===== src/rtl/mc_ctrl_pkg.sv =====
// Shared types and encodings for the multicycle datapath control FSM.
// Opcode constants, datapath select encodings, FSM states and the packed control word.
package mc_ctrl_pkg;

   localparam int OP_W = 6;
   typedef logic [OP_W-1:0] opcode_t;

   localparam opcode_t OP_RTYPE = 6'b000000;
   localparam opcode_t OP_LW    = 6'b100011;
   localparam opcode_t OP_SW    = 6'b101011;
   localparam opcode_t OP_BEQ   = 6'b000100;
   localparam opcode_t OP_J     = 6'b000010;
   localparam opcode_t OP_ADDI  = 6'b001000;

   localparam logic [1:0] ALUB_REG     = 2'b00;
   localparam logic [1:0] ALUB_FOUR    = 2'b01;
   localparam logic [1:0] ALUB_IMM     = 2'b10;
   localparam logic [1:0] ALUB_IMM_SH2 = 2'b11;

   localparam logic [1:0] ALUOP_ADD   = 2'b00;
   localparam logic [1:0] ALUOP_SUB   = 2'b01;
   localparam logic [1:0] ALUOP_FUNCT = 2'b10;

   localparam logic [1:0] PCSRC_ALU    = 2'b00;
   localparam logic [1:0] PCSRC_ALUOUT = 2'b01;
   localparam logic [1:0] PCSRC_JUMP   = 2'b10;

   typedef enum logic [3:0] {
      S_FETCH  = 4'd0,
      S_DECODE = 4'd1,
      S_MEMADR = 4'd2,
      S_MEMRD  = 4'd3,
      S_MEMWB  = 4'd4,
      S_MEMWR  = 4'd5,
      S_EXEC   = 4'd6,
      S_ALUWB  = 4'd7,
      S_BRANCH = 4'd8,
      S_JUMP   = 4'd9,
      S_ADDIEX = 4'd10,
      S_ADDIWB = 4'd11
   } state_e;

   typedef struct packed {
      logic       pc_write;
      logic       pc_write_cond;
      logic       iord;
      logic       mem_read;
      logic       mem_write;
      logic       ir_write;
      logic       mem_to_reg;
      logic       reg_dst;
      logic       reg_write;
      logic       alu_src_a;
      logic [1:0] alu_src_b;
      logic [1:0] alu_op;
      logic [1:0] pc_source;
      logic       instr_done;
      logic       illegal_op;
   } ctrl_t;

   function automatic logic is_legal_op(input opcode_t op);
      return (op == OP_RTYPE) || (op == OP_LW) || (op == OP_SW) ||
             (op == OP_BEQ) || (op == OP_J) || (op == OP_ADDI);
   endfunction

endpackage


===== src/rtl/mc_ctrl_if.sv =====
// Control bundle between the multicycle controller (master) and the datapath (slave).
interface mc_ctrl_if #(
   parameter int OP_WIDTH = 6
);
   logic [OP_WIDTH-1:0] Op;
   logic                Zero;
   logic                mem_ready;
   logic                PCWrite;
   logic                PCWriteCond;
   logic                IorD;
   logic                MemRead;
   logic                MemWrite;
   logic                IRWrite;
   logic                MemtoReg;
   logic                RegDst;
   logic                RegWrite;
   logic                ALUSrcA;
   logic [1:0]          ALUSrcB;
   logic [1:0]          ALUOp;
   logic [1:0]          PCSource;
   logic                instr_done;
   logic                illegal_op;

   modport master (
      input  Op, Zero, mem_ready,
      output PCWrite, PCWriteCond, IorD, MemRead, MemWrite, IRWrite, MemtoReg,
             RegDst, RegWrite, ALUSrcA, ALUSrcB, ALUOp, PCSource, instr_done, illegal_op
   );

   modport slave (
      output Op, Zero, mem_ready,
      input  PCWrite, PCWriteCond, IorD, MemRead, MemWrite, IRWrite, MemtoReg,
             RegDst, RegWrite, ALUSrcA, ALUSrcB, ALUOp, PCSource, instr_done, illegal_op
   );
endinterface


===== src/rtl/mc_ctrl_decode.sv =====
// Combinational output decode: state plus the few Mealy inputs map to the control word.
// en_i low forces every control to 0 (held in reset).
module mc_ctrl_decode
   import mc_ctrl_pkg::*;
(
   input  state_e  state_i,
   input  opcode_t op_i,
   input  logic    mem_ready_i,
   input  logic    en_i,
   output ctrl_t   ctrl_o
);

   always_comb begin
      ctrl_o = '0;
      if (en_i) begin
         case (state_i)
            S_FETCH: begin
               ctrl_o.mem_read  = 1'b1;
               ctrl_o.alu_src_b = ALUB_FOUR;
               ctrl_o.ir_write  = mem_ready_i;
               ctrl_o.pc_write  = mem_ready_i;
            end
            S_DECODE: begin
               ctrl_o.alu_src_b  = ALUB_IMM_SH2;
               ctrl_o.illegal_op = !is_legal_op(op_i);
            end
            S_MEMADR, S_ADDIEX: begin
               ctrl_o.alu_src_a = 1'b1;
               ctrl_o.alu_src_b = ALUB_IMM;
            end
            S_MEMRD: begin
               ctrl_o.mem_read = 1'b1;
               ctrl_o.iord     = 1'b1;
            end
            S_MEMWB: begin
               ctrl_o.reg_write  = 1'b1;
               ctrl_o.mem_to_reg = 1'b1;
               ctrl_o.instr_done = 1'b1;
            end
            S_MEMWR: begin
               ctrl_o.mem_write  = 1'b1;
               ctrl_o.iord       = 1'b1;
               ctrl_o.instr_done = mem_ready_i;
            end
            S_EXEC: begin
               ctrl_o.alu_src_a = 1'b1;
               ctrl_o.alu_src_b = ALUB_REG;
               ctrl_o.alu_op    = ALUOP_FUNCT;
            end
            S_ALUWB: begin
               ctrl_o.reg_write  = 1'b1;
               ctrl_o.reg_dst    = 1'b1;
               ctrl_o.instr_done = 1'b1;
            end
            S_BRANCH: begin
               ctrl_o.alu_src_a     = 1'b1;
               ctrl_o.alu_op        = ALUOP_SUB;
               ctrl_o.pc_write_cond = 1'b1;
               ctrl_o.pc_source     = PCSRC_ALUOUT;
               ctrl_o.instr_done    = 1'b1;
            end
            S_JUMP: begin
               ctrl_o.pc_write   = 1'b1;
               ctrl_o.pc_source  = PCSRC_JUMP;
               ctrl_o.instr_done = 1'b1;
            end
            S_ADDIWB: begin
               ctrl_o.reg_write  = 1'b1;
               ctrl_o.instr_done = 1'b1;
            end
            default: ctrl_o = '0;
         endcase
      end
   end

endmodule


===== src/rtl/multicycle_control.sv =====
// Main multicycle control FSM: state register and next-state logic; outputs come from mc_ctrl_decode.
module multicycle_control
   import mc_ctrl_pkg::*;
#(
   parameter int OP_WIDTH = 6
) (
   input logic       clk,
   input logic       rst_n,
   mc_ctrl_if.master bus
);

   state_e              state_q, state_d;
   logic [OP_WIDTH-1:0] op_raw;
   opcode_t             op;
   ctrl_t               ctrl;

   assign op_raw = bus.Op;
   assign op     = opcode_t'(op_raw);

   always_ff @(posedge clk or negedge rst_n) begin
      if (!rst_n) state_q <= S_FETCH;
      else        state_q <= state_d;
   end

   always_comb begin
      state_d = S_FETCH;
      case (state_q)
         S_FETCH:  state_d = bus.mem_ready ? S_DECODE : S_FETCH;
         S_DECODE: begin
            if ((op == OP_LW) || (op == OP_SW)) state_d = S_MEMADR;
            else if (op == OP_RTYPE)            state_d = S_EXEC;
            else if (op == OP_BEQ)              state_d = S_BRANCH;
            else if (op == OP_J)                state_d = S_JUMP;
            else if (op == OP_ADDI)             state_d = S_ADDIEX;
            else                                state_d = S_FETCH;
         end
         S_MEMADR: state_d = (op == OP_SW) ? S_MEMWR : S_MEMRD;
         S_MEMRD:  state_d = bus.mem_ready ? S_MEMWB : S_MEMRD;
         S_MEMWR:  state_d = bus.mem_ready ? S_FETCH : S_MEMWR;
         S_EXEC:   state_d = S_ALUWB;
         S_ADDIEX: state_d = S_ADDIWB;
         default:  state_d = S_FETCH;
      endcase
   end

   // Gating with rst_n keeps every strobe, including FETCH's MemRead, low during reset.
   mc_ctrl_decode u_decode (
      .state_i     (state_q),
      .op_i        (op),
      .mem_ready_i (bus.mem_ready),
      .en_i        (rst_n),
      .ctrl_o      (ctrl)
   );

   assign bus.PCWrite     = ctrl.pc_write;
   assign bus.PCWriteCond = ctrl.pc_write_cond;
   assign bus.IorD        = ctrl.iord;
   assign bus.MemRead     = ctrl.mem_read;
   assign bus.MemWrite    = ctrl.mem_write;
   assign bus.IRWrite     = ctrl.ir_write;
   assign bus.MemtoReg    = ctrl.mem_to_reg;
   assign bus.RegDst      = ctrl.reg_dst;
   assign bus.RegWrite    = ctrl.reg_write;
   assign bus.ALUSrcA     = ctrl.alu_src_a;
   assign bus.ALUSrcB     = ctrl.alu_src_b;
   assign bus.ALUOp       = ctrl.alu_op;
   assign bus.PCSource    = ctrl.pc_source;
   assign bus.instr_done  = ctrl.instr_done;
   assign bus.illegal_op  = ctrl.illegal_op;

endmodule


===== src/flat_wrapper.sv =====
// flat-port wrapper written by rule: the top's interface ports become plain ports
module multicycle_control_flat import mc_ctrl_pkg::*;
#(
   parameter int OP_WIDTH = 6
)
  (clk, rst_n, bus_Op, bus_Zero, bus_mem_ready, bus_PCWrite, bus_PCWriteCond, bus_IorD, bus_MemRead, bus_MemWrite, bus_IRWrite, bus_MemtoReg, bus_RegDst, bus_RegWrite, bus_ALUSrcA, bus_ALUSrcB, bus_ALUOp, bus_PCSource, bus_instr_done, bus_illegal_op);
  mc_ctrl_if #(.OP_WIDTH(OP_WIDTH)) bus_i ();
  input logic clk;
  input logic rst_n;
  input wire logic [$bits(bus_i.Op)-1:0] bus_Op;
  input wire logic [$bits(bus_i.Zero)-1:0] bus_Zero;
  input wire logic [$bits(bus_i.mem_ready)-1:0] bus_mem_ready;
  output wire logic [$bits(bus_i.PCWrite)-1:0] bus_PCWrite;
  output wire logic [$bits(bus_i.PCWriteCond)-1:0] bus_PCWriteCond;
  output wire logic [$bits(bus_i.IorD)-1:0] bus_IorD;
  output wire logic [$bits(bus_i.MemRead)-1:0] bus_MemRead;
  output wire logic [$bits(bus_i.MemWrite)-1:0] bus_MemWrite;
  output wire logic [$bits(bus_i.IRWrite)-1:0] bus_IRWrite;
  output wire logic [$bits(bus_i.MemtoReg)-1:0] bus_MemtoReg;
  output wire logic [$bits(bus_i.RegDst)-1:0] bus_RegDst;
  output wire logic [$bits(bus_i.RegWrite)-1:0] bus_RegWrite;
  output wire logic [$bits(bus_i.ALUSrcA)-1:0] bus_ALUSrcA;
  output wire logic [$bits(bus_i.ALUSrcB)-1:0] bus_ALUSrcB;
  output wire logic [$bits(bus_i.ALUOp)-1:0] bus_ALUOp;
  output wire logic [$bits(bus_i.PCSource)-1:0] bus_PCSource;
  output wire logic [$bits(bus_i.instr_done)-1:0] bus_instr_done;
  output wire logic [$bits(bus_i.illegal_op)-1:0] bus_illegal_op;
  assign bus_i.Op = bus_Op;
  assign bus_i.Zero = bus_Zero;
  assign bus_i.mem_ready = bus_mem_ready;
  assign bus_PCWrite = bus_i.PCWrite;
  assign bus_PCWriteCond = bus_i.PCWriteCond;
  assign bus_IorD = bus_i.IorD;
  assign bus_MemRead = bus_i.MemRead;
  assign bus_MemWrite = bus_i.MemWrite;
  assign bus_IRWrite = bus_i.IRWrite;
  assign bus_MemtoReg = bus_i.MemtoReg;
  assign bus_RegDst = bus_i.RegDst;
  assign bus_RegWrite = bus_i.RegWrite;
  assign bus_ALUSrcA = bus_i.ALUSrcA;
  assign bus_ALUSrcB = bus_i.ALUSrcB;
  assign bus_ALUOp = bus_i.ALUOp;
  assign bus_PCSource = bus_i.PCSource;
  assign bus_instr_done = bus_i.instr_done;
  assign bus_illegal_op = bus_i.illegal_op;
  multicycle_control #(.OP_WIDTH(OP_WIDTH)) u_core (.clk(clk), .rst_n(rst_n), .bus(bus_i));
endmodule

===== config.mk =====
export PLATFORM = sky130hd
export DESIGN_NAME = multicycle_control_flat
export DESIGN_NICKNAME = d
export VERILOG_FILES = /design/src/rtl/mc_ctrl_pkg.sv /design/src/rtl/mc_ctrl_if.sv /design/src/rtl/mc_ctrl_decode.sv /design/src/rtl/multicycle_control.sv /design/src/flat_wrapper.sv
export SDC_FILE = /design/constraint.sdc
export NUM_CORES = 1
export LEC_CHECK = 0
export ABC_AREA = 1
export CAP_MARGIN = 20
export CELL_PAD_IN_SITES_DETAIL_PLACEMENT = 0
export CELL_PAD_IN_SITES_GLOBAL_PLACEMENT = 2
export CORE_AREA = 2 2 57 59
export CTS_BUF_LIST = sky130_fd_sc_hd__clkbuf_4
export DETAILED_ROUTE_END_ITERATION = 12
export DIE_AREA = 0 0 59 61
export GPL_TIMING_DRIVEN = 0
export HOLD_SLACK_MARGIN = 0.12
export PLACE_DENSITY_LB_ADDON = 0.3
export SLEW_MARGIN = 0
export SYNTH_ARGS = -nofsm -noshare
export SYNTH_HDL_FRONTEND = slang
export SYNTH_SLANG_ARGS = --single-unit

===== constraint.sdc =====
create_clock -name clk -period 2.1 [get_ports clk]
set_input_delay 0.315 -clock clk [delete_from_list [all_inputs] [get_ports clk]]
set_output_delay 0.315 -clock clk [all_outputs]
set_load 0.005 [all_outputs]

* Word-level counts from Yosys, hierarchy flattened *
Cells that the tools add are included.
W data, S select, Z words.

word-level totals
  flip-flop bits (word level) = 4
  input bits = 10
  output and inout port bits = 18
  word-level logic and storage cells = 58

operators by class
  equal/unequal tests = 16
  mux-type cells = 26
  reduce and logical (&&, ||, !) cells = 15

operators by type and width
  kind                  number
  $pmux W4 S7           1
  $mux W4               5
  $mux W18              1
  $eq A4 B3 Y1 const B  4
  $eq A4 B4 Y1 const B  4
  $eq A6 B6 Y1 const B  2
  $mux W1               11
  $mux W3               3
  $eq A4 B2 Y1 const B  2
  $pmux W2 S2           2
  $eq A6 B2 Y1 const B  1
  $eq A6 B3 Y1 const B  1
  $eq A6 B4 Y1 const B  1
  $logic_not A6 Y1      1
  $logic_or A1 B1 Y1    6
  $pmux W2 S3           1
  $reduce_or A2 Y1      3
  $reduce_or A5 Y1      1
  $eq A4 B1 Y1 const B  1
  $logic_not A4 Y1      1
  $pmux W1 S2           2
  $reduce_or A4 Y1      1
  $reduce_or A3 Y1      1
  $logic_not A1 Y1      1

* Depth between registers and ports, before layout *
Gate-level depths: netlist of the first run.

  word-level depth = 9
  depth in mapped cells = 7
  depth with buffers taken out = 7

* Hierarchy *
Synthesis of the first run repeated with hierarchy kept, for this count alone.

second synthesis, totals
  cell total of the unflattened synthesis = 132
  area, all modules = 684.4 um2

by module, submodules not included
  module              instances  cells an instance  area each (um2)  seq. area each (um2)
  multicycle_control  1          69                 399.1            100.1
  mc_ctrl_decode      1          63                 285.3            0.0

* Worst setup path after synthesis of the first run *
Ideal clock, no wire load.

  path type = register -> output
  from = reg u_core.state_q[2]
  to = out bus_ALUOp[0]
  data arrival time = 1.020 ns
  data required time = 1.785 ns
  path slack = 0.765 ns
  stages on the path, launching flop included = 7
  path buffers = 1
  cells stage by stage = dfrtp_1 -> inv_2 -> nand2_1 -> inv_1 -> nand2_1 -> nor2_1 -> buf_4

between the ends
  word-level cells in the longest chain between the ends = 3
  elaborated cells between the ends (all ways) = 4
  those cells by class = eq/ne: 2; mux: 2

ends and longest elaborated chain
  item                                          RTL line                  text
  start, declared                               multicycle_control.sv:12  state_e state_q, state_d;
  start signal, assigned                        multicycle_control.sv:22  else state_q <= state_d;
  $eq A4 B4 Y1 or $eq A4 B3 Y1 (tied branches)  mc_ctrl_decode.sv:16      case (state_i)
  $pmux W2 S2 *                                 mc_ctrl_decode.sv:16
  $mux W18 *                                    mc_ctrl_decode.sv:15      if (en_i) begin
  end, declared                                 flat_wrapper.sv:24        output wire logic [$bits(bus_i.ALUOp)-1:0] bus_ALUOp;

Every way passes the cells marked *; elsewhere a longest branch is shown, timed or not.

* Worst setup path in the final report of the first run *
  from = reg u_core.state_q[2]
  to = out bus_instr_done

between the ends
  word-level cells in the longest chain between the ends = 4
  elaborated cells between the ends (all ways) = 9
  those cells by class = eq/ne: 6; mux: 2; reduce/logical: 1

ends and longest elaborated chain
  item                                          RTL line              text
  $eq A4 B4 Y1 or $eq A4 B3 Y1 (tied branches)  mc_ctrl_decode.sv:16
  $reduce_or A5 Y1 (no line)                    -
  $pmux W1 S2 *                                 mc_ctrl_decode.sv:16
  $mux W18 *                                    mc_ctrl_decode.sv:15
  end, declared                                 flat_wrapper.sv:26    output wire logic [$bits(bus_i.instr_done)-1:0] bus_instr_done;

Marked as above.

==> results.json, run 1 <==
{
  "hpwl_mm": 1.48,
  "period_share_pct": 96.1,
  "cts_tree": "done",
  "grt_pass1_vias": 672,
  "cpPeakStageDelay_ps": 500,
  "largest_reg_flops": 4,
  "synth_area_um2": 547,
  "ys_ff_latch": 4,
  "pwr-share-comb_pct": 62.0,
  "grt_start_max_net_pins": 8,
  "p_sw_share_pct": 44.9,
  "crit_path_start_kind": "flip-flop",
  "ios": 28,
  "final_hold_viol_count": 0,
  "synthCells": 107,
  "tightestPinTransition_ps": 272,
  "r2r_setup_slack_ps": 910,
  "synth_area_per_cell_um2": 5.11,
  "drive_gt1_share_pct": 20.6,
  "critPathBufInv": 4,
  "ant_nets": 0,
  "power_leakage_nw": 0.568,
  "synth_warnings": 0,
  "path_max_fanout": 3,
  "regMostFlops": "u_core.state_q",
  "cp_data_required_time_ps": 1780,
  "firstDrtPassIters": 4,
  "cts_max_path_buffers": 2,
  "synthDistinctLibCells": 16,
  "final.setup_skew_ps": 0.864,
  "hp-start": "bus_Op[5]",
  "nets": 153,
  "seqPwrFrac_pct": 22.3,
  "ctsHtreeMaxLevel": 1,
  "vias": 734,
  "dieWidth_um": 59,
  "insertion_delay_ps": 230,
  "cp_top_family": "buffers and inverters",
  "antenna_cells": 0,
  "ys_seq_area_share_pct": 18.3,
  "intPower_w": 0.000328,
  "setup_tns_ps": 0,
  "syn_to_final_growth_pct": 78.5,
  "synthTopCellsByArea": "nand2_1, nor2_1, dfrtp_1",
  "final_cell_mix": "nand2_1, nor2_1, clkdlybuf4s50_1",
  "maxCapViolCount": 0,
  "clkPwrFrac_pct": 15.7,
  "place_congestion": 0.742,
  "grt_antenna_before_repair": 0,
  "hold_path.class": "primary input to flip-flop",
  "timing.rr.start": "u_core.state_q[0]",
  "core_area_mm2": 0.00295,
  "finalSetupViolCount": 0,
  "power_switching_w": 0.000268,
  "dieArea_mm2": 0.00360,
  "rsz0062_at_grt": "true",
  "die_h_um": 61,
  "wl_per_cell_um": 10.3,
  "r2r_end": "u_core.state_q[1]",
  "path_class": "flip-flop to output port",
  "port-buffer-count": 26,
  "slew_headroom_pct": 81.9,
  "holdPathStages": 4,
  "grt_usage_pct": 10.8,
  "row_count": 20,
  "start_util_pct": 18.5,
  "period_needed_ps": 2020,
  "crit_slowest_cell": "clkdlybuf4s50_1",
  "max_freq_mhz": 496,
  "path_clk_slew_ps": 40,
  "min_to": "u_core.state_q[0]",
  "drv_slew": 0,
  "drtIter0Drc": 16,
  "clock_sinks": 4,
  "cts_made_buffers": 3,
  "crit_chain": "inv_2 -> nand2_1 -> inv_2 -> buf_4 -> nand3_1 -> nand3_1 -> clkdlybuf4s50_1",
  "critPathCaptureType": "output port",
  "final_common_cell": "nand2_1",
  "reg_top3": "u_core.state_q: 4 flops",
  "routed_wl_mm": 1.79,
  "crit_arrival_ps": 1700,
  "grt_pass1_wl_mm": 2.89,
  "run_status": "finished clean",
  "reg2reg_depth": 6,
  "synth_largest_area_cell": "nand2_1",
  "grt_overflow": 0,
  "ir_drop_uv": 174,
  "synth_nets": 117,
  "power_w": 0.000596,
  "powerDensity_mw_per_mm2": 611,
  "routed_via_density": 4.22,
  "route.detailed.drc": 0,
  "clock-root-buffer": "clkbuf_4",
  "synth_top_area_share_pct": 22.0
}
==> layout make-up <==
cell class              instances  area (um2)
plain buffers                   2        15.0
clock buffers                   3        22.5
fillers                       350        1980
inverters                      16        60.1
multi-input cells              85         414
flip-flops and latches          4         104
well taps                      33        41.3
repair buffers                 31         319
==> per-layer routing <==
layer	GRT usage [%]	wire length, um	share of wire [%]
met3	2.13	67	3.7
met5	0	0	0
met4	4.87	0	0
met1	13.0	797	45
met2	18.7	923	52
==> synthesized netlist by cell type <==
master and count:
dfrtp_1 4, a21oi_1 4, nor2_1 27, nor2_4 2, nor2_2 2, nand3_1 13, a31oi_1 1, nor3_1 1
nand2_2 1, clkinv_1 1, nand2_1 32, inv_2 3, inv_1 12, buf_4 2, nand4_1 1, o22ai_1 1
==> power by group through the flow <==
stage | clock (W) | combinational [W] | sequential [W]
global route | 0.000102 | 0.000417 | 0.000137
CTS | 0.0000970 | 0.000361 | 0.000124
floorplan | 0 | 0.000192 | 0.000119
global placement | 0 | 0.000354 | 0.000121
detailed placement | 0 | 0.000350 | 0.000121
finish | 0.0000937 | 0.000369 | 0.000133
==> worst max-delay path by stage <==
stage                            startpoint        endpoint  slack [ps]  cells after the start
after floorplan           u_core.state_q[2]    bus_ALUOp[0]         760                      6
after global placement                rst_n  bus_illegal_op        -270                      6
after detailed placement              rst_n    bus_ALUOp[0]        -250                      5
after CTS                         bus_Op[3]  bus_illegal_op           3                      6
after global routing      u_core.state_q[0]  bus_instr_done         -20                      7
final                     u_core.state_q[2]  bus_instr_done          80                      7
==> timing repair <==
item	4_1_cts	5_1_grt
pin swaps	0	2
endpoints found under the hold margin	4	0
gates cloned	0	0
gates resized for setup	8	17
hold buffers	1	0
setup buffers	1	3
setup endpoints to repair	17	8
==> logic make-up after synthesis <==
kind of cell           Yosys count  share of synthesized area [%]
AO/OA/AOI/OAI                    6                           5.95
flip-flops                       4                           18.3
buffers and inverters           18                           13.7
AND/OR/NAND/NOR                 79                           62.0
==> per-stage QoR <==
stage | std cells | setup slack (ps) | hold WS [ps] | utilization [%] | area, um2
2_1_floorplan | 107 | 765 | 19.4 | - | 547
3_3_place_gp | 166 | -270 | 618 | 28.7 | 848
3_5_place_dp | 166 | -253 | 611 | 28.7 | 848
4_1_cts | 171 | 3.03 | 655 | 30.6 | 903
5_1_grt | 174 | -16.7 | 584 | 33.1 | 976
6_report | 174 | 82.6 | 533 | 33.1 | 976
==> worst register-to-register path, cell delays in order, from the launching register on <==
cell and delay [ps]:
dfrtp_2 440, nand2_1 180, clkinv_1 110, nand3_1 70, nand2_1 70, nor2_1 120
nand2_1 70
No activity file was read; power rests on OpenSTA's default activity.
==> run 2, diff against run 1 <==
- CAP_MARGIN: 20 -> 30
==> results of run 2 <==
Same layout as run 1: the final DEF is identical, and so are final timing and power.
==> run 3, diff against run 2 <==
- CTS_CLUSTER_DIAMETER: default -> 50
==> results of run 3 <==
Same layout as run 1: the final DEF is identical, and so are final timing and power.
